$ cat src/rtl/or_gate_pkg.sv
// rtl/or_gate_pkg.sv - shared index helpers for OR-reduction and priority-encoder blocks
// Purpose: width limits, index-width computation and a lowest-set-bit finder.
// Ports:   none (package).
package or_gate_pkg;

  localparam int MAX_WIDTH  = 64;
  localparam int MAX_STAGES = 3;

  // Index width for a WIDTH-bit vector; never narrower than one bit.
  function automatic int idx_width(input int width);
    return (width <= 2) ? 1 : $clog2(width);
  endfunction

  // Lowest index holding a 1; returns 0 for an all-zero vector.
  function automatic logic [5:0] lowest_set_index(input logic [MAX_WIDTH-1:0] vec);
    logic [5:0] idx;
    idx = '0;
    for (int i = MAX_WIDTH - 1; i >= 0; i--) begin
      if (vec[i]) idx = 6'(i);
    end
    return idx;
  endfunction

endpackage

$ cat src/rtl/or_gate_sticky_n_if.sv
// rtl/or_gate_sticky_n_if.sv - request/status bundle of the sticky OR aggregator
// Purpose: groups raw request lines, enable/clear controls and aggregated status.
// Ports:   master drives inputs/enable_mask/clear/clear_mask and reads status;
//          slave (the aggregator) reads controls and drives pending/result/rise/first_idx.
interface or_gate_sticky_n_if #(
  parameter int WIDTH = 6
);
  import or_gate_pkg::*;

  localparam int IDX_W = idx_width(WIDTH);

  logic [WIDTH-1:0] inputs;
  logic [WIDTH-1:0] enable_mask;
  logic             clear;
  logic [WIDTH-1:0] clear_mask;
  logic [WIDTH-1:0] pending;
  logic             result;
  logic             rise;
  logic [IDX_W-1:0] first_idx;

  modport master (
    output inputs, enable_mask, clear, clear_mask,
    input  pending, result, rise, first_idx
  );

  modport slave (
    input  inputs, enable_mask, clear, clear_mask,
    output pending, result, rise, first_idx
  );

endinterface

$ cat src/rtl/sync_bit_n.sv
// rtl/sync_bit_n.sv - single-bit STAGES-deep synchroniser, reset to 0
// Purpose: brings one asynchronous line into the clk domain.
// Ports:   clk, rst_n (async active-low), d (raw bit), q (synchronised bit).
module sync_bit_n #(
  parameter int STAGES = 2
) (
  input  logic clk,
  input  logic rst_n,
  input  logic d,
  output logic q
);

  if (STAGES == 0) begin : g_bypass
    assign q = d;
  end else begin : g_chain
    logic [STAGES-1:0] chain;

    always_ff @(posedge clk or negedge rst_n) begin
      if (!rst_n) begin
        chain <= '0;
      end else begin
        chain[0] <= d;
        for (int i = 1; i < STAGES; i++) begin
          chain[i] <= chain[i-1];
        end
      end
    end

    assign q = chain[STAGES-1];
  end

endmodule

$ cat src/rtl/or_gate_sticky_n.sv
// rtl/or_gate_sticky_n.sv - N-input OR reduction with bubbles, synchronisers and sticky latches
// Purpose: aggregates status lines into one registered request and records the causing source.
// Ports:   sysclk, sys_rst_n (async active-low);
//          bus (slave): inputs, enable_mask, clear, clear_mask in;
//                       pending, result, rise, first_idx out (all registered).
module or_gate_sticky_n
  import or_gate_pkg::*;
#(
  parameter int          WIDTH        = 6,
  parameter logic [63:0] BUBBLES_MASK = 64'h1,
  parameter int          SYNC_STAGES  = 2,
  parameter logic [63:0] STICKY_MASK  = {64{1'b1}}
) (
  input  logic               sysclk,
  input  logic               sys_rst_n,
  or_gate_sticky_n_if.slave  bus
);

  localparam int IDX_W = idx_width(WIDTH);

  if (WIDTH < 1 || WIDTH > MAX_WIDTH) begin : g_bad_width
    $error("or_gate_sticky_n: WIDTH must be 1..64");
  end
  if (SYNC_STAGES < 0 || SYNC_STAGES > MAX_STAGES) begin : g_bad_stages
    $error("or_gate_sticky_n: SYNC_STAGES must be 0..3");
  end

  logic [WIDTH-1:0] real_in;
  logic [WIDTH-1:0] sync_in;
  logic [WIDTH-1:0] pending_next;
  logic             result_next;
  logic             rise_next;

  logic [WIDTH-1:0] pending_q;
  logic             result_q;
  logic             rise_q;
  logic [IDX_W-1:0] first_idx_q;

  // Inverting ahead of the synchroniser means a freshly reset chain reads as
  // "no request" regardless of polarity.
  assign real_in = bus.inputs ^ BUBBLES_MASK[WIDTH-1:0];

  for (genvar i = 0; i < WIDTH; i++) begin : g_sync
    sync_bit_n #(
      .STAGES (SYNC_STAGES)
    ) u_sync (
      .clk   (sysclk),
      .rst_n (sys_rst_n),
      .d     (real_in[i]),
      .q     (sync_in[i])
    );
  end

  always_comb begin
    pending_next = '0;
    for (int i = 0; i < WIDTH; i++) begin
      if (!bus.enable_mask[i]) begin
        pending_next[i] = 1'b0;
      end else if (STICKY_MASK[i]) begin
        // Set wins over clear so an active source never shows a gap.
        if (sync_in[i])
          pending_next[i] = 1'b1;
        else if (bus.clear && bus.clear_mask[i])
          pending_next[i] = 1'b0;
        else
          pending_next[i] = pending_q[i];
      end else begin
        pending_next[i] = sync_in[i];
      end
    end
  end

  // Derived from pending_next so result and pending update on the same edge.
  assign result_next = |pending_next;
  assign rise_next   = result_next & ~result_q;

  always_ff @(posedge sysclk or negedge sys_rst_n) begin
    if (!sys_rst_n) begin
      pending_q   <= '0;
      result_q    <= 1'b0;
      rise_q      <= 1'b0;
      first_idx_q <= '0;
    end else begin
      pending_q <= pending_next;
      result_q  <= result_next;
      rise_q    <= rise_next;
      if (rise_next)
        first_idx_q <= IDX_W'(lowest_set_index(64'(pending_next)));
    end
  end

  assign bus.pending   = pending_q;
  assign bus.result    = result_q;
  assign bus.rise      = rise_q;
  assign bus.first_idx = first_idx_q;

endmodule

$ cat src/flat_wrapper.sv
// flat-port wrapper written by rule: the top's interface ports become plain ports
module or_gate_sticky_n_flat import or_gate_pkg::*;
#(
  parameter int          WIDTH        = 6,
  parameter logic [63:0] BUBBLES_MASK = 64'h1,
  parameter int          SYNC_STAGES  = 2,
  parameter logic [63:0] STICKY_MASK  = {64{1'b1}}
)
  (sysclk, sys_rst_n, bus_inputs, bus_enable_mask, bus_clear, bus_clear_mask, bus_pending, bus_result, bus_rise, bus_first_idx);
  or_gate_sticky_n_if #(.WIDTH(WIDTH)) bus_i ();
  input  logic sysclk;
  input  logic sys_rst_n;
  input wire logic [$bits(bus_i.inputs)-1:0] bus_inputs;
  input wire logic [$bits(bus_i.enable_mask)-1:0] bus_enable_mask;
  input wire logic [$bits(bus_i.clear)-1:0] bus_clear;
  input wire logic [$bits(bus_i.clear_mask)-1:0] bus_clear_mask;
  output wire logic [$bits(bus_i.pending)-1:0] bus_pending;
  output wire logic [$bits(bus_i.result)-1:0] bus_result;
  output wire logic [$bits(bus_i.rise)-1:0] bus_rise;
  output wire logic [$bits(bus_i.first_idx)-1:0] bus_first_idx;
  assign bus_i.inputs = bus_inputs;
  assign bus_i.enable_mask = bus_enable_mask;
  assign bus_i.clear = bus_clear;
  assign bus_i.clear_mask = bus_clear_mask;
  assign bus_pending = bus_i.pending;
  assign bus_result = bus_i.result;
  assign bus_rise = bus_i.rise;
  assign bus_first_idx = bus_i.first_idx;
  or_gate_sticky_n #(.WIDTH(WIDTH), .BUBBLES_MASK(BUBBLES_MASK), .SYNC_STAGES(SYNC_STAGES), .STICKY_MASK(STICKY_MASK)) u_core (.sysclk(sysclk), .sys_rst_n(sys_rst_n), .bus(bus_i));
endmodule
$ cat config.mk
export PLATFORM = sky130hd
export DESIGN_NAME = or_gate_sticky_n_flat
export DESIGN_NICKNAME = d
export VERILOG_FILES = /design/src/rtl/or_gate_pkg.sv /design/src/rtl/or_gate_sticky_n_if.sv /design/src/rtl/sync_bit_n.sv /design/src/rtl/or_gate_sticky_n.sv /design/src/flat_wrapper.sv
export SDC_FILE = /design/constraint.sdc
export NUM_CORES = 1
export LEC_CHECK = 0
export CAP_MARGIN = 10
export CORE_MARGIN = 2
export CORE_UTILIZATION = 44
export CTS_CLUSTER_SIZE = 24
export DETAILED_ROUTE_END_ITERATION = 10
export PLACE_DENSITY = 0.92
export SKIP_LAST_GASP = 1
export SYNTH_ARGS = -nofsm -noshare
export SYNTH_HDL_FRONTEND = slang
export SYNTH_SLANG_ARGS = --single-unit
$ cat constraint.sdc
create_clock -name sysclk -period 3 [get_ports sysclk]
set_clock_uncertainty 0.2 [all_clocks]
set_input_delay 0.75 -clock sysclk [delete_from_list [all_inputs] [get_ports sysclk]]
set_output_delay 0.75 -clock sysclk [all_outputs]
set_load 0.005 [all_outputs]
* After elaboration in Yosys (flattened, before gate mapping)
Cells that the tools add are included.
** Cells by class
- Multiplexer cells :: 24
- Bitwise operators :: 3
- Reductions and logical operators :: 7
** Operators with widths (number)
- two-way mux 1 bit :: 18
- two-way mux 3 bit :: 6
- logical AND 1 bit :: 6
- OR reduction 6 bit :: 1
- inverter 1 bit :: 2
- bitwise AND 1 bit :: 1
** Storage, ports and cells
- Register bits after elaboration :: 23
- Logic and storage cells :: 44

* Depth between registers and ports, before layout
Gate-level depths: netlist of the first run.
- Depth after elaboration :: 10
- Depth in mapped cells :: 6
- Mapped depth without buffers :: 6

* Cells and area by module
From an unflattened synthesis of the first run, not the netlist that was laid out.
** Second synthesis, totals
- Cells, all modules :: 55
- Area, all modules :: 814.5 um^2
** By module, submodules not included
- or_gate_sticky_n :: times used 1, cells an instance 43, area each 514.2 um^2, sequential area each 275.3 um^2
- sync_bit_n :: times used 6, cells an instance 2, area each 50.0 um^2, sequential area each 50.0 um^2

* Worst setup path after synthesis of the first run
No wires, ideal clock.
- Kind :: input -> register
- Start point :: input bus_clear
- End point :: register u_core.first_idx_q[0], in the netlist u_core.bus.first_idx[0]
- Library setup time :: 0.125 ns
- Data arrival time :: 1.801 ns
- Data required time :: 2.675 ns
- Setup slack :: 0.874 ns
- Stages :: 5
- Buffers on the path :: 0
- Path through :: and3b_1 > o22ai_1 > and3b_2 > a21oi_4 > mux2_4
** On the way
- Elaborated cells between the ends (all ways) :: 32
** RTL lines
- from (decl) :: RTL line flat_wrapper.sv:15 : input wire logic [$bits(bus_i.clear)-1:0] bus_clear;
- logical AND 1 bit :: RTL line or_gate_sticky_n.sv:63 : else if (bus.clear && bus.clear_mask[i])
- two-way mux 1 bit :: RTL line or_gate_sticky_n.sv:63
- two-way mux 1 bit :: RTL line or_gate_sticky_n.sv:61 : if (sync_in[i])
- two-way mux 1 bit :: RTL line or_gate_sticky_n.sv:57 : if (!bus.enable_mask[i]) begin
- OR reduction 6 bit * :: RTL line or_gate_sticky_n.sv:74 : assign result_next = |pending_next;
- bitwise AND 1 bit * :: RTL line or_gate_sticky_n.sv:75 : assign rise_next = result_next & ~result_q;
- named net u_core.rise_next :: RTL line or_gate_sticky_n.sv:32 : logic rise_next;
- to (signal assigned) :: RTL line or_gate_sticky_n.sv:88 : first_idx_q <= IDX_W'(lowest_set_index(64'(pending_next)));
- to (decl) :: RTL line or_gate_sticky_n.sv:37 : logic [IDX_W-1:0] first_idx_q;
The timed path passes the listed nets; every way through them passes the cells marked *.
A chain may end at the register's enable or synchronous reset.

* Worst setup path after layout of the first run
Same ends and word-level chain as after synthesis.

==> out/results.ini, run 1 <==
[synthesis]
syn_inst=56
synth-seq-area-share=0.717
synth.ff_latch_count=23
syn_nets=77
avgSynthCellArea_um2=14.3
synth_warnings=0
yosys.cell_types.count=20
mappedNetlistArea_um2=803

[timing]
max_clk_rate_mhz=412
min_period_over_period=0.809
minimum_period_implied_by_the_final_worst_setup_slack_ns=2.43
timing.max_slew.rel_slack=0.733
grt_setup_unrepaired=no
drv_slew=0
tightestPinTransition_ns=0.399
fin_setup_tns_ns=0
timing.final.setup_violations=0
timing.final.hold_violations=0

[detailed_routing]
finalWirelength_um=1500
dr_total_vias=558
initialDrtViolationCount=1
wl_per_cell_um=12.8
drt_first_pass_iters=2
route.detailed.vias_per_inst=4.77
remaining_antenna_violation_count_after_routing=0
drc=0

[grt]
grt_first_pass_wirelength_um=2460
grt_max_degree=24
global_route.usage.total=0.171
antenna_found_initial=0
grt_pass1_vias=589
globalRouteOverflowTotal=0

[critical_path]
timing.setup.critical_path_class=primary input to register
sort_of_element_at_the_end_of_the_critical_path=register
worst_setup_path_start_kind=primary input
worst_path_max_delay_cell=clkdlybuf4s50_1
critPathRequiredTime_ns=3.01
worst_r2r_endpoint=u_core.bus.first_idx[0]
ff2ff_setup_slack_ns=1.19
cp_num_buf_inv=1
crit_chain=clkdlybuf4s50_1 > and3b_1 > o22ai_1 > and3b_2 > a21oi_4 > mux2_4
arrival_ns=2.44
worst_r2r_startpoint=u_core.g_sync[0].u_sync.g_chain.chain[1]
worst_path_dominant_cell_family=simple AND/OR/NAND/NOR gates
worstPathMaxFanout=6
critical_path.max_stage_delay_ns=0.49
ff2ff_path_depth=5

[power]
p_seq_frac=0.573
power.share.clock=0.219
sw_frac_of_total=0.226
power.density_mw_per_mm2=527
net-switching-power_mw=0.141
p_leak_nw=0.531
power.internal_mw=0.480
totalPowerFinal_mw=0.621
power.combinational.fraction=0.208
peakVddDrop_uv=433

[floorplan]
floorplan.rows=15
die_y_um=46.7
die-area_mm2=0.00218
chipWidth_um=46.7
floorplan.initialDensity=0.465
boundaryPins=32
core_mm2=0.00173

[clock_tree]
clkTransAtPathRegs_ns=0.11
cts_buffer_depth=2
cts_post_setup_buffers_inserted=0
insertion_delay_ns=0.31
cts_inserted_buffers=3
cts_root_buffer=clkbuf_4
htree_levels=1
cts_tree=built
ctsResizeCount=0
cts.hold.buffers_added=0
clk_sink_count=23

[finish]
nets=114
area.growth.synth_to_final_pct=46.7
diodes=0
share_of_post_route_cells_with_drive_strength_above_1=0.141
nFillCells=137

[min_path]
min-delay-path-class=register to register
hold_path_end=u_core.g_sync[1].u_sync.g_chain.chain[1]
hold_path_depth=0
critical_hold_path_startpoint=u_core.g_sync[1].u_sync.g_chain.chain[0]

[run_status]
run_status=finished clean

[placement]
dp_hpwl_um=1230
routabilityCongestion=0.712
numPortBuffers=31

[flow_run]
maxCapViolCount=0

==> metrics by stage <==
stage / hold WS [ns] / setup WS (ns) / area [um^2] / instances / utilization
final: 0.159 / 0.572 / 1180 / 117 / 0.683
after global routing: 0.177 / 0.499 / 1180 / 117 / 0.683
after CTS: 0.162 / 0.592 / 1180 / 117 / 0.683
after detailed placement: 0.135 / 0.251 / 1150 / 113 / 0.667
after global placement: 0.133 / 0.315 / 1150 / 113 / 0.667
after floorplan: 0.131 / 0.874 / 803 / 56 / -
==> cells by family (layout without fill, tap and decap cells) <==
| family | Yosys count | in the layout | synth area share |
|---|---|---|---|
| mux | 2 | 2 | 0.0374 |
| compound gates | 15 | 15 | 0.132 |
| buf+inv | 6 | 42 | 0.0280 |
| simple gates | 10 | 10 | 0.0857 |
| flops | 23 | 23 | 0.717 |
==> worst register-to-register path, delay by kind of cell, from the launching register on <==
kind | cells | cell delay, ns
AOI/OAI and AO/OA | 2 | 0.37
muxes | 1 | 0.32
DFF | 1 | 0.37
and+or+nand+nor | 2 | 0.46
==> cell usage after synthesis <==
master	instances	area [um^2]
nor2_1	2	7.51
inv_1	6	22.5
nand2_1	1	3.75
dfrtp_1	23	576
a21oi_1	1	5.00
a21boi_0	3	22.5
a21oi_4	1	16.3
o22a_2	1	10.0
a31oi_1	2	12.5
nor2_4	1	11.3
o21ai_0	3	15.0
mux2_4	2	30.0
and3b_2	2	20.0
nand3_1	1	5.00
nand2b_1	1	6.26
and3b_1	1	8.76
o21ai_1	2	10.0
o21ai_2	1	8.76
or2_2	1	6.26
o22ai_1	1	6.26
==> routing by layer <==
layer	up-vias	wire length [um]	global-route usage	part of all wire
li1	259	-	-	-
met1	276	534	0.183	0.36
met2	17	836	0.306	0.56
met3	6	94	0.0392	0.063
met4	0	36	0.100	0.024
met5	-	0	0	0
==> flip-flops by register name (all words and copies together) (netlist names) <==
signal / flops
u_core.g_sync.u_sync.g_chain.chain: 12
u_core.bus.rise: 1
u_core.bus.result: 1
u_core.bus.first_idx: 3
u_core.bus.pending: 6
==> layout by cell type (no fill, tap or decap), types with 2 or more instances in the layout <==
master,Yosys,final
a21boi_0,3,3
a31oi_1,2,2
and3b_2,2,2
clkbuf_4,0,3
clkdlybuf4s50_1,0,31
dfrtp_1,23,23
inv_1,6,6
mux2_4,2,2
nor2_1,2,2
o21ai_0,3,3
o21ai_1,2,2
==> power groups by stage <==
stage / clock network, mW / logic, mW / registers (mW)
final: 0.136 / 0.129 / 0.356
after global routing: 0.156 / 0.141 / 0.359
after CTS: 0.143 / 0.131 / 0.356
after detailed placement: 0 / 0.130 / 0.363
after global placement: 0 / 0.127 / 0.362
after floorplan: 0 / 0.0431 / 0.362
==> how the worst max path moves through the flow <==
stage / start / end / slack, ns / depth (start not counted)
2_1_floorplan: bus_clear / u_core.bus.first_idx[0] / 0.87 / 5
3_3_place_gp: bus_clear / u_core.bus.first_idx[1] / 0.31 / 6
3_5_place_dp: bus_clear / u_core.bus.first_idx[0] / 0.25 / 6
4_1_cts: bus_clear / u_core.bus.first_idx[0] / 0.59 / 6
5_1_grt: bus_clear / u_core.bus.first_idx[0] / 0.50 / 6
6_report: bus_clear / u_core.bus.first_idx[0] / 0.57 / 6
==> layout make-up <==
| type | count | area (um^2) | area share |
|---|---|---|---|
| clock buffer | 4 | 26.3 | 0.0223 |
| inverter | 6 | 22.5 | 0.0191 |
| multi-input combinational | 27 | 205 | 0.174 |
| sequential | 23 | 576 | 0.488 |
| tap | 25 | 31.3 | 0.0265 |
| timing repair buffer | 32 | 318 | 0.270 |
No activity file was read; power rests on OpenSTA's default activity.
==> run 2, diff against run 1 <==
--- a/config.mk
+++ b/config.mk
@@ -7,10 +7,10 @@
 export LEC_CHECK = 0
 export CAP_MARGIN = 10
 export CORE_MARGIN = 2
-export CORE_UTILIZATION = 44
+export CORE_UTILIZATION = 41
 export CTS_CLUSTER_SIZE = 24
 export DETAILED_ROUTE_END_ITERATION = 10
-export PLACE_DENSITY = 0.92
+export PLACE_DENSITY = 0.87
 export SKIP_LAST_GASP = 1
 export SYNTH_ARGS = -nofsm -noshare
 export SYNTH_HDL_FRONTEND = slang
==> constraint.sdc (replaced) <==
create_clock -name sysclk -period 2.5 [get_ports sysclk]
set_clock_uncertainty 0.2 [all_clocks]
set_input_delay 0.625 -clock sysclk [delete_from_list [all_inputs] [get_ports sysclk]]
set_output_delay 0.625 -clock sysclk [all_outputs]
set_load 0.005 [all_outputs]
==> out/results.ini, run 2 (synthesized netlist as in run 1, its figures left out) <==
[power]
power.combinational.fraction=0.219
power.density_mw_per_mm2=629
sw_frac_of_total=0.237
net-switching-power_mw=0.179
power.internal_mw=0.578
power.share.clock=0.216
peakVddDrop_uv=405
p_seq_frac=0.565
totalPowerFinal_mw=0.757
p_leak_nw=0.547

[detailed_routing]
drc=0
dr_total_vias=556
drt_first_pass_iters=4
finalWirelength_um=1620
route.detailed.vias_per_inst=4.56
remaining_antenna_violation_count_after_routing=0
initialDrtViolationCount=7
wl_per_cell_um=13.3

[clock_tree]
cts_inserted_buffers=3
clkTransAtPathRegs_ns=0.12
ctsResizeCount=0
cts.hold.buffers_added=0
cts_root_buffer=clkbuf_4
cts_tree=built
cts_buffer_depth=2
cts_post_setup_buffers_inserted=0
htree_levels=1
clk_sink_count=23
insertion_delay_ns=0.31

[finish]
number_of_flip_flops_in_the_largest_register=12
stdcell_area_mm2=0.00120
share_of_post_route_cells_with_drive_strength_above_1=0.179
diodes=0
area.growth.synth_to_final_pct=50.0
register_containing_the_most_flip_flops_in_the_final_layout=u_core.g_sync.u_sync.g_chain.chain
nets=117
layout.core_utilization=0.634
final_cell_mix=31 x clkdlybuf4s50_1, 23 x dfrtp_1, 6 x inv_1
commonest_non_fill_non_tap_cell_in_the_layout=clkdlybuf4s50_1

[grt]
global_route.usage.total=0.154
grt_pass1_vias=523
globalRouteOverflowTotal=0
antenna_found_initial=0
grt_first_pass_wirelength_um=2260
grt_max_degree=24

[timing]
timing.max_slew.rel_slack=0.697
timing.final.setup_violations=0
minimum_period_implied_by_the_final_worst_setup_slack_ns=2.35
tightestPinTransition_ns=0.452
timing.hold.ws_ns=0.161
min_period_over_period=0.942
drv_slew=0
max_clk_rate_mhz=425
timing.final.hold_violations=0
grt_setup_unrepaired=no

[placement]
dp_hpwl_um=1250
numPortBuffers=31
routabilityCongestion=0.886
postPlaceCellArea_mm2=0.00118

[floorplan]
boundaryPins=32
floorplan.rows=16
core_mm2=0.00190
chipWidth_um=48.3
die-area_mm2=0.00233
die_y_um=48.3
floorplan.initialDensity=0.422

[critical_path]
timing.setup.critical_path_class=primary input to register
ff2ff_setup_slack_ns=0.63
worstPathMaxFanout=6
arrival_ns=2.36
critPathRequiredTime_ns=2.50
sort_of_element_at_the_end_of_the_critical_path=register
worst_setup_path_start_kind=primary input

[flow_run]
maxCapViolCount=0

[min_path]
min-delay-path-class=register to register

[run_status]
run_status=finished clean

-- run 2: cell types whose count changed in the layout (fill, tap and decap cells not counted) --
| cell | delta |
|---|---|
| buf_4 | +3 |
| clkbuf_1 | -1 |
| clkinv_2 | +1 |
-- run 2: final timing paths --
kind                                                          start                                       end  cells past startpoint
min in group asynchronous                                 sys_rst_n                   u_core.bus.first_idx[1]                      2
hold reg to reg            u_core.g_sync[5].u_sync.g_chain.chain[0]  u_core.g_sync[5].u_sync.g_chain.chain[1]                      0
max in group asynchronous                                 sys_rst_n                     u_core.bus.pending[4]                      2
setup / recovery                                          bus_clear                   u_core.bus.first_idx[1]                      6
hold / removal             u_core.g_sync[5].u_sync.g_chain.chain[0]  u_core.g_sync[5].u_sync.g_chain.chain[1]                      0
setup reg to reg           u_core.g_sync[0].u_sync.g_chain.chain[1]                   u_core.bus.first_idx[1]                      5
-- run 2: power by group through the flow --
stage | Combinational (mW) | Sequential (mW) | Clock (mW)
floorplan | 0.0518 | 0.434 | 0
detailed placement | 0.166 | 0.436 | 0
CTS | 0.167 | 0.428 | 0.171
global route | 0.181 | 0.432 | 0.185
finish | 0.166 | 0.428 | 0.164
global placement | 0.158 | 0.432 | 0
-- run 2: cell type report --
cell class / instances / area [um^2]
flip-flops and latches: 23 / 576
inverters: 6 / 22.5
well taps: 27 / 33.8
fillers: 144 / 697
repair buffers: 35 / 340
clock buffers: 3 / 22.5
clock inverters: 1 / 5.00
multi-input cells: 27 / 205
-- run 2: per-stage QoR --
step                      TNS, ns  instances  worst slack, ns
final                           0        122            0.145
after CTS                       0        122            0.184
after detailed placement   -0.296        118           -0.154
after global routing            0        122            0.102
after global placement     -0.126        118          -0.0632
after floorplan                 0         56            0.499
-- run 2: layer usage --
metal  share of wire  vias up  routed length (um)  track usage
li1                -      269                   -            -
met1            0.41      246                 661        0.186
met2            0.45       35                 722        0.229
met3            0.10        6                 168       0.0407
met4           0.039        0                  63        0.130
met5               0        -                   0            0
-- run 2: worst max-delay path: stages --
cell and delay (ns):
clkdlybuf4s50_1 0.49, and3b_1 0.24, o22ai_1 0.22, and3b_2 0.26
a21oi_4 0.19, mux2_4 0.33
